<file path="src/rtl/ws_output_deskew.sv">
// ws_output_deskew
//   Collector for the bottom edge of the weight-stationary systolic array.
//   Column partial sums arrive skewed by one cycle per column. Each lane is
//   delayed so that all lanes of an output row line up. Complete rows go into
//   a FIFO that is read over a valid/ready stream. The block requests a stall
//   from the sequencer before the FIFO can overflow.
//
// Ports
//   clk, rst    clock; synchronous active-high reset
//   shift_en    array advance enable; every delay stage moves only when high
//   c_valid     column 0 of c_in starts a new output row
//   c_in        bottom-row PE outputs, lane j = [j*ACC_WIDTH +: ACC_WIDTH]
//   row_valid   row_data holds an aligned row
//   row_ready   consumer accepts the row when row_valid & row_ready
//   row_data    aligned row in the same lane order as c_in; zero when idle
//   fill_level  rows currently stored in the FIFO
//   stall_req   registered: free FIFO slots < N_COLS
//   overflow    sticky: a completed row was dropped because the FIFO was full
module ws_output_deskew #(
   parameter int N_COLS     = 4,
   parameter int ACC_WIDTH  = 32,
   parameter int FIFO_DEPTH = 8
) (
   input  logic                               clk,
   input  logic                               rst,
   input  logic                               shift_en,
   input  logic                               c_valid,
   input  logic [N_COLS*ACC_WIDTH-1:0]        c_in,
   output logic                               row_valid,
   input  logic                               row_ready,
   output logic [N_COLS*ACC_WIDTH-1:0]        row_data,
   output logic [$clog2(FIFO_DEPTH+1)-1:0]    fill_level,
   output logic                               stall_req,
   output logic                               overflow
);

   localparam int RW = N_COLS * ACC_WIDTH;
   localparam int PW = $clog2(FIFO_DEPTH);
   localparam int CW = $clog2(FIFO_DEPTH + 1);

   // ---------------------------------------------------------------- deskew
   logic [N_COLS-2:0] vld_sr;
   logic [RW-1:0]     aligned;
   logic              push;

   always_ff @(posedge clk) begin
      if (rst) begin
         vld_sr <= '0;
      end else if (shift_en) begin
         vld_sr[0] <= c_valid;
         for (int unsigned k = 1; k < N_COLS - 1; k++) begin
            vld_sr[k] <= vld_sr[k-1];
         end
      end
   end

   // Lane j needs N_COLS-1-j stages; the last lane is used straight from c_in.
   for (genvar j = 0; j < N_COLS - 1; j++) begin : g_lane
      localparam int DEPTH = N_COLS - 1 - j;
      logic [ACC_WIDTH-1:0] sr [DEPTH];

      always_ff @(posedge clk) begin
         if (shift_en) begin
            sr[0] <= c_in[j*ACC_WIDTH +: ACC_WIDTH];
            for (int unsigned k = 1; k < DEPTH; k++) begin
               sr[k] <= sr[k-1];
            end
         end
      end

      assign aligned[j*ACC_WIDTH +: ACC_WIDTH] = sr[DEPTH-1];
   end

   assign aligned[(N_COLS-1)*ACC_WIDTH +: ACC_WIDTH] = c_in[(N_COLS-1)*ACC_WIDTH +: ACC_WIDTH];

   // Delayed valid only counts on an advancing cycle, the same cycle the
   // last lane is sampled.
   assign push = shift_en & vld_sr[N_COLS-2];

   // ------------------------------------------------------------------ FIFO
   logic [RW-1:0] mem [FIFO_DEPTH];
   logic [PW-1:0] wr_ptr, rd_ptr;
   logic [CW-1:0] count;
   logic          full, pop, accept;

   assign full   = (count == CW'(FIFO_DEPTH));
   assign pop    = row_valid & row_ready;
   // A pop in the same cycle frees the slot, so a push into a full FIFO is
   // still accepted then.
   assign accept = push & (~full | pop);

   always_ff @(posedge clk) begin
      if (accept) begin
         mem[wr_ptr] <= aligned;
      end
   end

   always_ff @(posedge clk) begin
      if (rst) begin
         wr_ptr    <= '0;
         rd_ptr    <= '0;
         count     <= '0;
         overflow  <= 1'b0;
         stall_req <= 1'b0;
      end else begin
         if (accept) begin
            wr_ptr <= wr_ptr + PW'(1);
         end
         if (pop) begin
            rd_ptr <= rd_ptr + PW'(1);
         end
         case ({accept, pop})
            2'b10:   count <= count + CW'(1);
            2'b01:   count <= count - CW'(1);
            default: count <= count;
         endcase
         if (push & full & ~pop) begin
            overflow <= 1'b1;
         end
         stall_req <= (FIFO_DEPTH - int'(count)) < N_COLS;
      end
   end

   assign row_valid  = (count != '0);
   assign row_data   = row_valid ? mem[rd_ptr] : '0;
   assign fill_level = count;

endmodule

</file>
<file path="config.mk">
export PLATFORM = sky130hd
export DESIGN_NAME = ws_output_deskew
export DESIGN_NICKNAME = d
export VERILOG_FILES = /design/src/rtl/ws_output_deskew.sv
export SDC_FILE = /design/constraint.sdc
export NUM_CORES = 1
export LEC_CHECK = 0
export ABC_CLOCK_PERIOD_IN_PS = 12500
export CORE_MARGIN = 4
export CORE_UTILIZATION = 35
export DETAILED_ROUTE_END_ITERATION = 10
export HOLD_SLACK_MARGIN = 0.15
export PLACE_DENSITY = 0.55
export RECOVER_POWER = 25
export SLEW_MARGIN = 5
export SYNTH_ARGS = -nofsm -noshare
export SYNTH_HDL_FRONTEND = slang
export SYNTH_SLANG_ARGS = --single-unit
export TNS_END_PERCENT = 50
</file>
<file path="constraint.sdc">
create_clock -name clk -period 12.5 [get_ports clk]
set_clock_uncertainty 0.1 [all_clocks]
set_input_delay 1.25 -clock clk [delete_from_list [all_inputs] [get_ports clk]]
set_output_delay 1.25 -clock clk [all_outputs]
set_load 0.005 [all_outputs]
</file>
### Word level (Yosys, flattened, before mapping)

Memory sizes are Yosys's and may differ from the RTL's. A register that Yosys moved wholly into a read port is not among the register bits.
Index checks and enable logic that the tools add are counted.

* register bits after elaboration: 15
* bits in writable memories: 1216
* input port bits: 133
* output and inout port bits: 135
* memories kept: 4

* $add $sub $neg: 5
* order comparisons: 1
* eq/ne operators: 3
* muxes and demuxes: 8
* bitwise logic cells: 8
* reduce and logical (&&, ||, !) cells: 2

Memories
* mem: depth 8, bits a word 128, rd ports 1, clocked after memory_dff 1, write ports 1, RTL line 81 `logic [RW-1:0] mem [FIFO_DEPTH];`
* g_lane[0].sr: depth 3, bits a word 32, rd ports 3, clocked after memory_dff 0, write ports 3, RTL line 60 `logic [ACC_WIDTH-1:0] sr [DEPTH];`
* g_lane[1].sr: depth 2, bits a word 32, rd ports 2, clocked after memory_dff 0, write ports 2, RTL line 60
* g_lane[2].sr: depth 1, bits a word 32, rd ports 1, clocked after memory_dff 0, write ports 1, RTL line 60

Operators with widths (number)
* $mux W128: 1
* $pmux W4 S2: 1
* $add A3 B1 Y3 const B: 2
* $mux W3: 2
* $and A1 B1 Y1: 5
* $lt A5 B4 Y1 const B: 1
* $sub A4 B4 Y5 const A: 1
* $add A4 B1 Y4 const B: 1
* $eq A4 B4 Y1 const B: 1
* $mux W1: 4
* $reduce_bool A4 Y1: 1
* $sub A4 B1 Y4 const B: 1
* $eq A2 B1 Y1 const B: 1
* $eq A2 B2 Y1 const B: 1
* $not A1 Y1: 2
* $reduce_bool A2 Y1: 1
* $or A1 B1 Y1: 1

### Logic depth before layout (Yosys ltp)

Gate-level depths: netlist (run 1).

* word-level depth: 6
* mapped depth: 10

### Worst setup path after synthesis (run 1)

Ideal clock, no wire load.

* kind: input -> register
* from: input shift_en
* to: memory mem[0][0] (netlist name) (enable)
* library setup time: 0.772 ns
* arrival: 10.699 ns
* required time: 11.628 ns
* slack: 0.929 ns
* stages on the path: 5
* cells stage by stage: clkbuf_1 -> nand2_1 -> a21oi_1 -> nand2b_1 -> nor3_1

* longest elaborated chain between the ends: 4

Ends and longest elaborated chain
* from (decl): RTL line 26 `input logic shift_en,`
* $and A1 B1 Y1: RTL line 78 `assign push = shift_en & vld_sr[N_COLS-2];`
* $and A1 B1 Y1: RTL line 90 `assign accept = push & (~full | pop);`
* $mux W1: RTL line 93 `if (accept) begin`
* $mux W1 (not written as such): RTL line 94 `mem[wr_ptr] <= aligned;`
* to (decl): RTL line 81

Every way passes these cells.

==> metrics.txt, run 1 <==
share of layout cells above drive strength 1=around a fifth; post-layout util=42.3%; final wirelength=98700 µm; most common cell in the netlist=edfxtp_1; Max clock buf depth=3; Simple-Gate Fraction of Synth Area=~1.6%; # setup viols final=0; GR Util met1=18.9%; largest family of logic cells by synthesized area=multiplexers; Post-CTS Resized=0; ANT nets after route=0; Post-layout nets=around 2400; routability cong.=around 0.67; Worst-Margin Slew=1.40 ns; pin count of the biggest net entering global routing=between 150 and 200; initial antenna violation count=6; register area share after synthesis=81.5%; minimum clock period=roughly 6.0 ns; die area=135000 µm²; Final WS setup=approximately 6.5 ns; Worst setup SP type=flop; gr ovfl total=0; DRT iter0 DRCs=approximately 1400; mean post-synth cell area=23.7 µm²; Initial Util=35.3%; GRT busiest layer=met2; Area growth, synth to finish=19.8%; #FFs+latches synth=1234; top-area cell type share of the netlist area=80.7%; # port buffers=approximately 270; H-tree levels=4; Psw=between 2000 and 2500 µW; min-delay worst type=flop to flop; vias in the first global route=between 20000 and 25000; chip width=around 370 µm; FMAX=166 MHz; first-pass GRT wire length=146000 µm; Yosys top cell by area=edfxtp_1; Synth Warn #=0; Root Buffer=clkbuf_16; Primary FF master, synth=edfxtp_1; DRT Pass-1 Iters=5; Die H=~370 µm; Detail Placement HPWL=51400 µm; GRT Total Usage=about 15%; Cell Int Power=just over 7000 µW; period utilization=48.1%; Clock Latency Late Sink=0.73 ns; critical path class=flop to output pin; M3 GR Usage=3.64%; Crit Path Max Fanout=43; share of power burned in combinational logic=9.6%; hold-fix buffers at CTS=0; post-synthesis xor/xnor area fraction=0.0774%; outcome=completed; met2 Track Usage GR=~25%; Slew HR=6.82%; num ports=268; Sw Ratio=between 20% and 30%; row cnt=131; Worst-path clk slew=0.06 ns; CTS Buf Count=136; CTS tree=yes; final setup TNS=0 ns; Cells after Synth=around 1900; worst hold slack=0.311 ns; post-synthesis mux area share=15.7%; Vias=20000; Post-CTS Setup Bufs=0; Synth cell types=34; Syn Nets=2046; Crit. End Element=output pin; Area contributors post-synth=edfxtp_1 (81%), mux4_2 (13%), mux2i_1 (2.9%), nor2_1 (1.2%), dfxtp_1 (0.80%); Peak VDD IR=about 0.13 mV; ys async rst share=0%; Post-synth EDFFs=between 1000 and 1500; post-synthesis compound-gate area fraction=0.207%; final cell count without fillers=between 4000 and 5000; Hold Vio Cnt, Final=0; dpl ws=7.00 ns; DR WL/cell=24.2 µm; clock share of power=39.9%; Post-Synth Adder-Cell Area=0.0830%; max-cap viol count=0; worst path required time=roughly 11 ns; residual DRC count=0; CP arrival=4.66 ns; core area=128000 µm²; routed vias/inst=slightly below 5; leakage power=0.0163 µW; sequential share of power=roughly 51%; clock sinks=1234; dpl cells=3853; Slew Limit Fails=0; synth cell count leaders=edfxtp_1 (1216), mux4_2 (256), nor2_1 (145); pwr dens=roughly 170 nW/µm²; RSZ-0062 raised after global routing=no; mapped cell area=45200 µm²
[power groups by stage]
stage	registers [µW]	logic (µW)	clock network (µW)
after floorplan	4740	498	0
after global placement	4770	917	0
after detailed placement	4780	920	0
after CTS	4690	924	3820
after global routing	4700	965	4020
final	4690	890	3700
[per-stage QoR]
step                      total power, µW  area [µm²]
final                                9280       54200
after global routing                 9680       54200
after floorplan                      5240       45200
after CTS                            9440       54200
after detailed placement             5700       50100
after global placement               5690       50100
[cell families (layout without fill, tap and decap cells)]
logic type	Yosys count	count (layout)
flip-flops	1234	1234
multiplexers	390	390
AND/OR/NAND/NOR	173	173
buffers and inverters	92	537
AO/OA/AOI/OAI	14	14
XOR/XNOR	4	4
adder cells (fa/ha/maj)	3	3
other	0	3
[flip-flops by register name, summed over array words and instances, names as in the netlist, named ones only]
name / count
mem: 1024
fill_level: 4
stall_req: 1
wr_ptr: 3
vld_sr: 3
rd_ptr: 3
g_lane.sr: 192
overflow: 1
[layer usage]
metal | share of wire (%) | vias to the layer above | routed length [µm]
li1 | - | 8673 | -
met1 | 42 | 10700 | 41600
met2 | 50 | 496 | 49600
met3 | 5.7 | 127 | 5580
met4 | 1.9 | 2 | 1890
met5 | 0.012 | - | 12
[cell type report]
class	count	area (µm²)
fillers	10900	73800
flip-flops and latches	1234	36900
multi-input cells	584	8030
clock buffers	170	3550
repair buffers	304	3010
well taps	1729	2160
clock inverters	61	529
inverters	2	7.51
diodes	3	7.51
[final timing paths]
check | from | endpoint | slack [ns] | cells after the start
max reg2reg | fill_level[1] | mem[2][121] | 8.58 | 6
min reg2reg | g_lane[0].sr[0][32] | g_lane[0].sr[0][64] | 0.31 | 0
min | g_lane[0].sr[0][32] | g_lane[0].sr[0][64] | 0.31 | 0
max | flop | row_data[95] | 6.49 | 6
[cells in the final DEF (no fill, tap or decap), types with 3 or more instances in the layout]
cell type / instances
nand2b_1: 5
dfxtp_1: 15
clkbuf_1: 33
dfxtp_4: 3
mux2i_1: 133
nor3_1: 3
clkbuf_16: 137
nand2_1: 7
clkinv_2: 19
nand3_1: 3
clkdlybuf4s50_1: 266
edfxtp_1: 1216
diode_2: 3
buf_4: 33
bufinv_16: 7
nor2_4: 7
buf_12: 4
a21oi_1: 5
ha_1: 3
nor2_1: 139
xor2_1: 4
clkinv_1: 19
inv_6: 10
mux4_2: 256
[worst max-delay path, stage by stage (launching register included)]
cell and delay (ns):
dfxtp_4 0.88, buf_4 0.81, buf_4 0.79, mux4_2 0.61, mux2i_1 0.14, nor2_1 0.07, clkdlybuf4s50_1 0.51
Power figures use the tool's default switching activity.
==> inputs of run 2 (changes only) <==
--- a/config.mk
+++ b/config.mk
@@ -5,12 +5,12 @@
 export SDC_FILE = /design/constraint.sdc
 export NUM_CORES = 1
 export LEC_CHECK = 0
-export ABC_CLOCK_PERIOD_IN_PS = 12500
+export ABC_CLOCK_PERIOD_IN_PS = 5100
 export CORE_MARGIN = 4
 export CORE_UTILIZATION = 35
 export DETAILED_ROUTE_END_ITERATION = 10
 export HOLD_SLACK_MARGIN = 0.15
-export PLACE_DENSITY = 0.55
+export PLACE_DENSITY = 0.56
 export RECOVER_POWER = 25
 export SLEW_MARGIN = 5
 export SYNTH_ARGS = -nofsm -noshare
==> constraint.sdc (replaced) <==
create_clock -name clk -period 5.1 [get_ports clk]
set_clock_uncertainty 0.1 [all_clocks]
set_input_delay 0.51 -clock clk [delete_from_list [all_inputs] [get_ports clk]]
set_output_delay 0.51 -clock clk [all_outputs]
set_load 0.005 [all_outputs]
==> run 2 against run 1 <==
Die area is the same. Combinational power grew to 2.5 times the previous value. First-iteration DRC count grew 3.7%. Sequential share of layout area shrank 1.9 points. Cell area grew 2.9%. Register-to-register slack lost 6.4 ns. Worst setup slack lost 5.6 ns. Sequential power grew 150%. Non-clock buffer count grew 69. Power grew to 2.6 times the previous value. Sequential cell count is the same. Highest routed layer unchanged.
==> metrics.txt, run 2 (synthesis gave the netlist of run 1 again) <==
Slew Limit Fails=0 (unchanged); min-delay worst type=primary input to flop; FMAX=239 MHz; CP delay by family, top=buffers and inverters; DR WL/cell=23.7 µm (-2.0%); vias in the first global route=22100 (+1.4%); Pwr Total=23700 µW (+160%); Root Buffer=clkbuf_16; most frequent cells in the layout=edfxtp_1 (1216), mux4_2 (256), clkdlybuf4s50_1 (191); dpl ws=1.54 ns (-5.46 ns); CTS tree=yes; Worst setup SP type=flop; pwr dens=425 nW/µm² (+150%); Worst-Margin Slew=1.16 ns (-0.235 ns); max reg flops=1024 (unchanged); Post-CTS Setup Bufs=0 (unchanged); Slew HR=22.5% (+16 points); Clock Latency Late Sink=0.76 ns (+0.03 ns); Area growth, synth to finish=23.3%; outcome=completed; share of layout cells above drive strength 1=21.2% (+0.40 points); num ports=268 (unchanged); area of the multi-input gates=8050 µm² (+0.16%); Detail Placement HPWL=52500 µm (+2.2%); final wirelength=98700 µm (about the same); minimum clock period=4.18 ns; H-tree levels=4 (unchanged); Final WS setup=0.921 ns (-5.57 ns); CP arrival=3.57 ns (-1.09 ns); die area=135000 µm² (unchanged); # setup viols final=0 (unchanged); ANT nets after route=0 (unchanged); Crit. End Element=output pin; gr ovfl total=0 (unchanged); DRT iter0 DRCs=1457 (+3.7%); Peak VDD IR=0.324 mV (+140%); Die H=368 µm (unchanged); CP max-delay cell=dfxtp_4; final setup TNS=0 ns (unchanged); Max clock buf depth=3 (unchanged); row cnt=131 (unchanged); Buf+Inv Stages, Crit Path=2 (-1); routed vias/inst=4.88 (-0.35%); critical-path cell list=buf_12 > mux4_2 > mux2i_1 > nor2_1 > clkdlybuf4s50_1; Largest Register=mem; # fillers=10900 (-0.46%); leakage power=0.0169 µW (+3.8%); Worst-path clk slew=0.06 ns (about the same); initial antenna violation count=14 (+8); RSZ-0062 raised after global routing=no; worst path required time=4.49 ns (-6.66 ns); max-cap viol count=0 (unchanged); clock sinks=1234 (unchanged); Initial Util=35.3% (unchanged); GRT Total Usage=14.7% (+0.065 points); critical path class=flop to output pin; routability cong.=0.693 (+3.9%); first-pass GRT wire length=147000 µm (+0.57%); Vias=20400 (+1.7%); DRT Pass-1 Iters=5 (unchanged); chip width=368 µm (unchanged); Hold Vio Cnt, Final=0 (unchanged); Crit Path Max Fanout=65 (+51%); Post-layout nets=2466 (+2.8%); post-layout util=43.6% (+1.2 points); # port buffers=267 (unchanged); CTS Buf Count=135 (-0.74%); Register Area=36900 µm² (unchanged); period utilization=roughly four fifths; core area=128000 µm² (unchanged); highest cell delay on the worst timing path=0.79 ns (-0.09 ns); commonest non-fill, non-tap cell in the layout=edfxtp_1; pin count of the biggest net entering global routing=128 (-15%); residual DRC count=0 (unchanged)
run 2: cell count changes in the layout (fill, tap and decap cells not counted), sizes merged:
| cell | delta |
|---|---|
| inv | +1 |
| clkinv | +10 |
| dlygate4sd3 | +129 |
| diode | +1 |
| clkinvlp | +3 |
| buf | +15 |
| bufinv | +11 |
| clkbuf | -11 |
| clkdlybuf4s50 | -75 |
run 2: layout make-up:
type	instances	area share, %
clock buffers	159	6.26
repair buffers	373	7.28
flip-flops and latches	1234	66.1
inverters	2	0.0135
diodes	4	0.0179
well taps	1729	3.88
multi-input cells	584	14.4
clock inverters	86	1.99
run 2: power breakdown:
| group | internal [µW] | total, µW | switching [µW] | leakage [µW] |
|---|---|---|---|---|
| combinational | 1220 | 2260 | 1040 | 0.00349 |
| sequential | 11300 | 11500 | 165 | 0.0112 |
| clock | 5900 | 9940 | 4040 | 0.00221 |
| total | 18400 | 23700 | 5250 | 0.0169 |
run 2: worst paths after layout:
kind | cells past startpoint | start | slack (ns) | end
max reg2reg | 5 | fill_level[1] | 2.23 | mem[6][26]
max | 5 | flop | 0.92 | row_data[103]
min reg2reg | 0 | g_lane[0].sr[0][53] | 0.31 | g_lane[0].sr[0][85]
min | 3 | c_valid | 0.28 | vld_sr[0]
run 2: metal layers:
metal / part of all wire (%) / global-route usage [%] / up-vias
met1: 41 / 18.8 / 10900
met4: 2.1 / 4.67 / 8
met2: 50 / 24.8 / 507
li1: - / - / 8833
met5: 0.057 / 0 / -
met3: 5.9 / 3.74 / 154
run 2: tightest hold or removal path, cell delays in order:
cell and delay [ns]:
clkdlybuf4s50_1 0.40, mux2i_1 0.13, nor2_1 0.05
run 2: stage by stage:
| step | cell area [µm²] | hold WS, ns | std cells |
|---|---|---|---|
| 3_3_place_gp | 50600 | 0.301 | 3868 |
| 5_1_grt | 55800 | 0.241 | 4169 |
| 4_1_cts | 55800 | 0.150 | 4167 |
| 6_report | 55800 | 0.275 | 4171 |
| 2_1_floorplan | 45300 | 0.300 | 1910 |
| 3_5_place_dp | 50600 | 0.305 | 3868 |
run 2: timing repair:
| action | 4_1_cts | 5_1_grt |
|---|---|---|
| resized for setup | 0 | 0 |
| endpoints found under the hold margin | 69 | 0 |
| hold buffers | 54 | 0 |
